`config.mk`:
```
export PLATFORM = sky130hd
export DESIGN_NAME = instr_encoder
export DESIGN_NICKNAME = d
export VERILOG_FILES = /design/src/rtl/isa_pkg.sv /design/src/rtl/instr_pack.sv /design/src/rtl/instr_encoder.sv
export SDC_FILE = /design/constraint.sdc
export NUM_CORES = 1
export LEC_CHECK = 0
export CAP_MARGIN = 40
export CORE_MARGIN = 10
export CORE_UTILIZATION = 49
export DETAILED_ROUTE_END_ITERATION = 8
export MAX_ROUTING_LAYER = met4
export PLACE_DENSITY = 0.86
export RECOVER_POWER = 25
export SYNTH_ARGS = -nofsm -noshare
export SYNTH_HDL_FRONTEND = slang
export SYNTH_SLANG_ARGS = --single-unit
```
`constraint.sdc`:
```
create_clock -name clk -period 6 [get_ports clk]
set_clock_uncertainty 0.15 [all_clocks]
set_input_delay 0.9 -clock clk [delete_from_list [all_inputs] [get_ports clk]]
set_output_delay 0.9 -clock clk [all_outputs]
set_load 0.03 [all_outputs]
```
`src/rtl/isa_pkg.sv`:
```
// Shared ISA constants for the instruction encoder and decoder.
// Holds field widths, field bit positions, immediate ranges and the
// format/state enums so both sides of the ISA agree on one layout.
package isa_pkg;

  // Architectural instruction word width; every field position below is within it.
  localparam int ISA_INSTR_W = 20;

  // Field widths.
  localparam int OPC_W  = 6;
  localparam int REG_W  = 2;
  localparam int SIMM_W = 10;
  localparam int BIMM_W = 12;
  localparam int JMP_W  = 9;

  // Field least-significant bit positions.
  localparam int OPC_LSB  = 14;
  localparam int RA_LSB   = 12;
  localparam int RB_LSB   = 10;
  localparam int RC_LSB   = 8;
  localparam int SIMM_LSB = 0;
  localparam int BIMM_LSB = 0;
  localparam int JMP_LSB  = 5;

  // Legal immediate ranges (two's complement for I/L, unsigned for J).
  localparam int SIMM_MIN = -(1 << (SIMM_W - 1));
  localparam int SIMM_MAX = (1 << (SIMM_W - 1)) - 1;
  localparam int BIMM_MIN = -(1 << (BIMM_W - 1));
  localparam int BIMM_MAX = (1 << (BIMM_W - 1)) - 1;
  localparam int JMP_MAX  = (1 << JMP_W) - 1;

  typedef enum logic [1:0] {
    FMT_R = 2'd0,
    FMT_I = 2'd1,
    FMT_L = 2'd2,
    FMT_J = 2'd3
  } fmt_e;

  typedef enum logic [1:0] {
    ST_IDLE = 2'd0,
    ST_LOAD = 2'd1,
    ST_DONE = 2'd2
  } state_e;

endpackage

```
`src/rtl/instr_pack.sv`:
```
// Combinational field packer and immediate range checker.
// Ports: fmt/opcode/ra/rb/rc/imm fields in; packed word and range-error flag out.
// Latency 0; no flow control (pure function of its inputs).
module instr_pack
  import isa_pkg::*;
#(
  parameter int INSTR_W  = 20,
  parameter int IMM_IN_W = 16
) (
  input  logic [1:0]          fmt_i,
  input  logic [OPC_W-1:0]    opcode_i,
  input  logic [REG_W-1:0]    ra_i,
  input  logic [REG_W-1:0]    rb_i,
  input  logic [REG_W-1:0]    rc_i,
  input  logic [IMM_IN_W-1:0] imm_i,
  output logic [INSTR_W-1:0]  word_o,
  output logic                range_err_o
);

  // Sign-extended view of the immediate so all range checks are plain integer compares.
  int imm_int;

  always_comb begin
    imm_int = int'($signed(imm_i));
  end

  always_comb begin
    word_o      = '0;
    range_err_o = 1'b0;
    word_o[OPC_LSB +: OPC_W] = opcode_i;
    case (fmt_e'(fmt_i))
      FMT_R: begin
        word_o[RA_LSB +: REG_W] = ra_i;
        word_o[RB_LSB +: REG_W] = rb_i;
        word_o[RC_LSB +: REG_W] = rc_i;
      end
      FMT_I: begin
        word_o[RA_LSB +: REG_W]     = ra_i;
        word_o[RB_LSB +: REG_W]     = rb_i;
        word_o[SIMM_LSB +: SIMM_W]  = imm_i[SIMM_W-1:0];
        range_err_o = (imm_int < SIMM_MIN) || (imm_int > SIMM_MAX);
      end
      FMT_L: begin
        word_o[RA_LSB +: REG_W]     = ra_i;
        word_o[BIMM_LSB +: BIMM_W]  = imm_i[BIMM_W-1:0];
        range_err_o = (imm_int < BIMM_MIN) || (imm_int > BIMM_MAX);
      end
      FMT_J: begin
        // Jump target is an unsigned word address: anything negative is out of range.
        word_o[JMP_LSB +: JMP_W] = imm_i[JMP_W-1:0];
        range_err_o = (imm_int < 0) || (imm_int > JMP_MAX);
      end
      default: ;
    endcase
  end

endmodule

```
`src/rtl/instr_encoder.sv`:
```
// Program loader: packs instruction fields and writes them to consecutive imem words.
// Ports: start/base_addr session control, valid/ready field input, imem write port, done/err_code/word_count status.
// Latency 1 cycle from transfer to imem_we; in_ready is high only in LOAD (one instruction per cycle).
module instr_encoder
  import isa_pkg::*;
#(
  parameter int INSTR_W  = 20,
  parameter int ADDR_W   = 9,
  parameter int IMM_IN_W = 16
) (
  input  logic                clk,
  input  logic                rst_n,
  input  logic                start,
  input  logic [ADDR_W-1:0]   base_addr,
  input  logic                in_valid,
  output logic                in_ready,
  input  logic [1:0]          in_fmt,
  input  logic [5:0]          in_opcode,
  input  logic [1:0]          in_ra,
  input  logic [1:0]          in_rb,
  input  logic [1:0]          in_rc,
  input  logic [IMM_IN_W-1:0] in_imm,
  input  logic                in_last,
  output logic                imem_we,
  output logic [ADDR_W-1:0]   imem_addr,
  output logic [INSTR_W-1:0]  imem_wdata,
  output logic                done,
  output logic [1:0]          err_code,
  output logic [ADDR_W:0]     word_count
);

  state_e              state_q, state_d;
  logic [ADDR_W-1:0]   ptr_q, ptr_d;
  logic                in_ready_q, in_ready_d;
  logic                done_q, done_d;
  logic                we_q, we_d;
  logic [ADDR_W-1:0]   addr_q, addr_d;
  logic [INSTR_W-1:0]  wdata_q, wdata_d;
  logic [1:0]          err_q, err_d;
  logic [ADDR_W:0]     cnt_q, cnt_d;

  logic [INSTR_W-1:0]  packed_word;
  logic                range_err;
  logic                xfer;
  logic                ptr_at_end;

  instr_pack #(
    .INSTR_W  (INSTR_W),
    .IMM_IN_W (IMM_IN_W)
  ) u_pack (
    .fmt_i       (in_fmt),
    .opcode_i    (in_opcode),
    .ra_i        (in_ra),
    .rb_i        (in_rb),
    .rc_i        (in_rc),
    .imm_i       (in_imm),
    .word_o      (packed_word),
    .range_err_o (range_err)
  );

  // in_ready_q mirrors "state is LOAD", so a transfer can only happen in LOAD.
  assign xfer       = in_valid && in_ready_q;
  assign ptr_at_end = &ptr_q;

  always_comb begin
    state_d    = state_q;
    ptr_d      = ptr_q;
    in_ready_d = in_ready_q;
    done_d     = done_q;
    we_d       = 1'b0;
    addr_d     = addr_q;
    wdata_d    = wdata_q;
    err_d      = err_q;
    cnt_d      = cnt_q;

    case (state_q)
      ST_IDLE, ST_DONE: begin
        if (start) begin
          state_d    = ST_LOAD;
          ptr_d      = base_addr;
          cnt_d      = '0;
          err_d      = 2'b00;
          in_ready_d = 1'b1;
          done_d     = 1'b0;
        end
      end
      ST_LOAD: begin
        // start is deliberately ignored here: a session cannot be restarted mid-load.
        if (xfer) begin
          we_d     = 1'b1;
          addr_d   = ptr_q;
          wdata_d  = packed_word;
          cnt_d    = cnt_q + (ADDR_W+1)'(1);
          err_d[0] = err_q[0] | range_err;
          if (in_last) begin
            state_d    = ST_DONE;
            in_ready_d = 1'b0;
            done_d     = 1'b1;
          end else if (ptr_at_end) begin
            // Out of memory before the program ended: stop rather than wrap.
            state_d    = ST_DONE;
            in_ready_d = 1'b0;
            done_d     = 1'b1;
            err_d[1]   = 1'b1;
          end else begin
            ptr_d = ptr_q + ADDR_W'(1);
          end
        end
      end
      default: begin
        state_d    = ST_IDLE;
        in_ready_d = 1'b0;
        done_d     = 1'b0;
      end
    endcase
  end

  always_ff @(posedge clk or negedge rst_n) begin
    if (!rst_n) begin
      state_q    <= ST_IDLE;
      ptr_q      <= '0;
      in_ready_q <= 1'b0;
      done_q     <= 1'b0;
      we_q       <= 1'b0;
      addr_q     <= '0;
      wdata_q    <= '0;
      err_q      <= 2'b00;
      cnt_q      <= '0;
    end else begin
      state_q    <= state_d;
      ptr_q      <= ptr_d;
      in_ready_q <= in_ready_d;
      done_q     <= done_d;
      we_q       <= we_d;
      addr_q     <= addr_d;
      wdata_q    <= wdata_d;
      err_q      <= err_d;
      cnt_q      <= cnt_d;
    end
  end

  assign in_ready   = in_ready_q;
  assign done       = done_q;
  assign imem_we    = we_q;
  assign imem_addr  = addr_q;
  assign imem_wdata = wdata_q;
  assign err_code   = err_q;
  assign word_count = cnt_q;

endmodule

```
# After elaboration in Yosys (flattened, before gate mapping)

Index checks and enable logic that the tools add are counted.

Register bits after elaboration: 55
Bits in latches: 0
Bits in writable memories: 0
Bits in read-only memories: 0
Input port bits: 44
Output and inout port bits: 44
Logic and storage cells: 77
Memories: 0

$add $sub $neg: 2
$mul: 0
Div/mod/pow operators: 0
Magnitude comparators: 5
Equal/unequal tests: 11
Shift-type cells: 0
Multiplexer cells: 33
Bitwise logic cells: 1
Reduce and logical (&&, ||, !) cells: 15

Operators with widths:

| operator              | number |
|---|---|
| $mux 9                | 4 |
| $pmux 6 s4            | 1 |
| $mux 10               | 2 |
| $pmux 10 s2           | 1 |
| $pmux 9 s2            | 1 |
| $gt 16x10->1 const B  | 1 |
| $gt 16x12->1 const B  | 1 |
| $lt 16x1->1 const B   | 1 |
| $lt 16x10->1 const B  | 1 |
| $lt 16x12->1 const B  | 1 |
| $mux 2                | 6 |
| $mux 1                | 11 |
| $add 10x1->10 const B | 1 |
| $ne 2x2->1 const B    | 5 |
| $reduce_and 5->1      | 2 |
| $add 9x1->9 const B   | 1 |
| $reduce_and 9->1      | 1 |
| $pmux 2 s2            | 2 |
| $eq 2x2->1 const B    | 3 |
| $pmux 3 s2            | 1 |
| $reduce_and 3->1      | 2 |
| $mux 5                | 1 |
| $eq 2x1->1 const B    | 2 |
| $logic_not 2->1       | 2 |
| other kinds (9)       | 13 |

# Longest topological paths before layout

Depth in word-level cells: 6
Gate-level depth with buffers: 10
Mapped depth without buffers: 8

# Cells and area by module

Synthesis repeated with hierarchy kept, for this count alone.

Cells, all modules: 312
Area, all modules: 2740.1 µm²

Modules (own cells, without submodules):

| module        | times used | cells an instance | area each (µm²) | sequential area each (µm²) |
|---|---|---|---|---|
| instr_encoder | 1          | 261               | 2408.6          | 1351.3 |
| instr_pack    | 1          | 51                | 331.6           | 0.0 |

# Worst setup path before layout

OpenSTA, ideal clock, no wires.

Path type: in2reg
Start: input port in_fmt[0]
End: register wdata_q[12] (netlist: imem_wdata[12])
Setup time: 0.126 ns
Arrival time: 1.873 ns
Required time: 5.724 ns
Setup slack: 3.851 ns
Stages: 5
Path buffers: 0
Path through: inv_1 ha_1 or3_1 a221oi_1 nor2_1

Cells in the longest elaborated chain, start to end: 2
Elaborated cells between the ends (all ways): 5
Those cells by class: eq/ne: 3; mux: 1; reduce/logical: 1

Ends and longest elaborated chain:

| element                                  | RTL line             | text |
|---|---|---|
| start, declared                          | instr_encoder.sv:17  | `input logic [1:0] in_fmt,` |
| $eq 2x2->1, or another cell as far along | instr_pack.sv:31     | `case (fmt_e'(fmt_i))` |
| $pmux 6 s4 *                             | instr_pack.sv:31     |  |
| end signal, assigned                     | instr_encoder.sv:136 | `wdata_q <= wdata_d;` |
| end, declared                            | instr_encoder.sv:38  | `logic [INSTR_W-1:0] wdata_q, wdata_d;` |

Every way passes the cells marked *; elsewhere a longest branch is shown, timed or not.
A chain may end at the register's enable or synchronous reset.

==> results by group <==
Clock network
  • TritonCTS clock tree: yes
  • Root Driver: clkbuf_8
  • Clk slew on worst S/H paths: 0.09 ns
  • Htree depth: 2
  • Num CTS Buffers: 5
  • Hold buffer count at cts: 0
  • Postcts setup bufs: 0
  • Clock tree buffer depth: 2
  • Sink Count: 54
  • Resize count post-CTS: 0
  • Latest clock arrival within the worst-skew pair: 0.29 ns

Synthesis
  • Area contributors post-synth: dfrtp_1 52%, nand2_1 11%, o21ai_0 3.9%
  • EDFF count, synth: 0
  • Sequential area share after synthesis: 0.522
  • Post-synth top area cell: dfrtp_1
  • Synth Instances: 289
  • Share of the synthesized area in the top cell type: 0.522
  • Seq cells post-synth: 54
  • Commonest register cell after synthesis: dfrtp_1
  • Synthesized cell area: 0.00259 mm²
  • Syn avg cell area: 8.96 µm²
  • Ys async rst share: 1.00
  • Synth unique cells: 39
  • Post-synthesis net count: 340
  • Syn. warnings: 0

Timing
  • Unrepaired setup endpoints after global routing: no
  • Final hold vios: 0
  • Setup TNS Final: 0 ns
  • F_max: 305 MHz
  • Max_slew headroom: -0.843
  • Least-Margin Pin Slew: 2.76 ns
  • Final setup violation count: 0
  • Slew Limit Fails: 55
  • Final period util: 0.547
  • Min cycle time layout: 3.28 ns

Floorplan
  • Die area: 0.00859 mm²
  • Starting density of the core: 0.507
  • Standard-cell row count: 26
  • Core area: 0.00511 mm²
  • Chip Width: 92.7 µm
  • # IOs: 88
  • Die span in y: 92.7 µm

Global route
  • Pin count of the biggest net entering global routing: 55
  • First-pass GRT wire length: 12,000 µm
  • Grt ovf: 0
  • Number of global-route vias before repair: 2,494
  • Total track usage: 0.173
  • Antenna violations before repair: 0

Cells and area
  • Layout cells sized above 1: 0.0377
  • Register area: 0.00135 mm²
  • Commonest non-fill, non-tap cell in the layout: clkdlybuf4s50_1
  • # diodes: 0
  • Final #Nets: 421
  • Area added between synthesis and finish: 38.7%
  • Fillers: 417
  • Final std cells w/o fill: 441
  • Multi-input gate area: 0.00113 mm²
  • Commonest cells after routing, fill and taps aside: 86 x clkdlybuf4s50_1, 78 x nand2_1, 54 x dfrtp_1, 20 x o21ai_0
  • Cell area after layout: 0.00359 mm²

Worst setup path
  • Critical Path Slowest Stage Cell: clkbuf_1
  • Critical Path AT: 2.95 ns
  • Crit start category: input port
  • Critical Path Sink Type: asynchronous set/reset pin
  • Req. time, crit path: 5.67 ns
  • Critical path cell sequence: buf_2 > clkbuf_1
  • Slowest stage delay, CP: 1.95 ns
  • Crit path kind: in -> async
  • Crit-path max FO: 54
  • Delay-heaviest family, CP: buffers and inverters
  • Buf/Inv on CP: 2

Drt
  • Via count: 2,396
  • Vias/cell: 5.43
  • Per-cell routed wire length: 16.3 µm
  • Router iterations before antenna repair: 5
  • Routed WL: 7200 µm
  • DRC violations left: 0
  • DRT iter0 DRCs: 167
  • Routed Antenna Nets: 0

Pwr
  • Worst vdd ir: 0.327 mV
  • Leak: 1.62 nW
  • P per Cell Area: 459 mW/mm²

Placement
  • Buffers on Ports: 87
  • Routability cong.: 0.836
  • HPWL Detailed: 5380 µm
  • Placed Cells incl. Taps: 433
  • Post-DP Area: 0.00348 mm²

Status
  • Failing checks: max-capacitance violations, max-slew violations
  • Status: finished with violations

Worst hold path
  • Hold Path Class: reg -> reg

Job
  • Max_cap viols: 1
cell type report:
type | count | area share
clock buffer | 8 | 0.0307
sequential | 54 | 0.376
timing repair buffer | 89 | 0.244
inverter | 9 | 0.00941
tap | 70 | 0.0244
multi-input combinational | 211 | 0.315
sequential cells by signal, summed over array words and instances (netlist names):
register and cells:
err_code 2, imem_addr 9, imem_wdata 20, imem_we 1
in_ready 1, ptr_q 9, state_q 2, word_count 10
synthesized netlist by cell type, types with 2 or more instances:
master    number
a22oi_1        6
a221oi_1       2
clkbuf_1       9
o21a_1         2
nor2b_1        2
nor2_1        16
nand2b_1       4
o21ai_0       20
o22ai_1        5
mux2i_1        3
or2_2          2
nand2_1       78
dfrtp_1       54
o31ai_1        5
nand4_1        4
nor4_1         2
a31oi_1        3
buf_2          4
nand3_1       16
inv_1          8
a21oi_1       16
o211ai_1       4
xnor2_1        2
ha_1           7
report_power, final:
| group | internal (mW) | leakage [nW] | switching [mW] |
|---|---|---|---|
| Clock | 0.117 | 0.0575 | 0.109 |
| Sequential | 0.502 | 0.679 | 0.107 |
| Combinational | 0.321 | 0.880 | 0.493 |
cells by family after synthesis:
family | after synthesis | share of synthesized area
flops | 54 | 0.522
mux | 3 | 0.0116
xor+xnor | 3 | 0.0102
fa+ha+maj | 7 | 0.0338
compound gates | 68 | 0.161
simple gates | 130 | 0.220
buf+inv | 24 | 0.0411
tightest hold or removal path, stage by stage, from the launching register on:
cell	delay [ns]
dfrtp_1	0.36
nand2_1	0.05
nand2_1	0.05
worst paths after layout:
path                                              endpoint  slack, ns                       from  depth (start not counted)
worst max-delay path            imem_wdata[14]$_DFFE_PN0P_       2.72                      rst_n                          2
worst min-delay path             imem_wdata[4]$_DFFE_PN0P_       0.33  imem_wdata[4]$_DFFE_PN0P_                          2
worst max register to register        ptr_q[2]$_DFFE_PN0P_       3.42     state_q[1]$_DFFE_PN0P_                          6
worst min register to register   imem_wdata[4]$_DFFE_PN0P_       0.33  imem_wdata[4]$_DFFE_PN0P_                          2
max in group clk                      ptr_q[2]$_DFFE_PN0P_       2.87                   in_valid                          7
min in group asynchronous         imem_addr[7]$_DFFE_PN0P_       1.42                      rst_n                          2
per-stage QoR:
stage / worst slack (ns) / total power [mW] / hold WS, ns / utilization
6_report: 2.72 / 1.65 / 0.328 / 0.703
4_1_cts: 2.87 / 1.66 / 0.335 / 0.704
3_5_place_dp: 2.65 / 1.43 / 0.308 / 0.682
5_1_grt: 2.12 / 1.77 / 0.349 / 0.703
2_1_floorplan: 3.85 / 1.10 / 0.318 / -
3_3_place_gp: 2.77 / 1.40 / 0.306 / 0.682
metal layers:
| layer | vias to the layer above | part of all wire | track usage | wire (µm) |
|---|---|---|---|---|
| li1 | 1164 | - | - | - |
| met1 | 1142 | 0.40 | 0.198 | 2880 |
| met2 | 78 | 0.52 | 0.288 | 3740 |
| met3 | 12 | 0.057 | 0.0412 | 408 |
| met4 | 0 | 0.024 | 0.0643 | 176 |
| met5 | - | 0 | - | 0 |
Power figures use the tool's default switching activity.
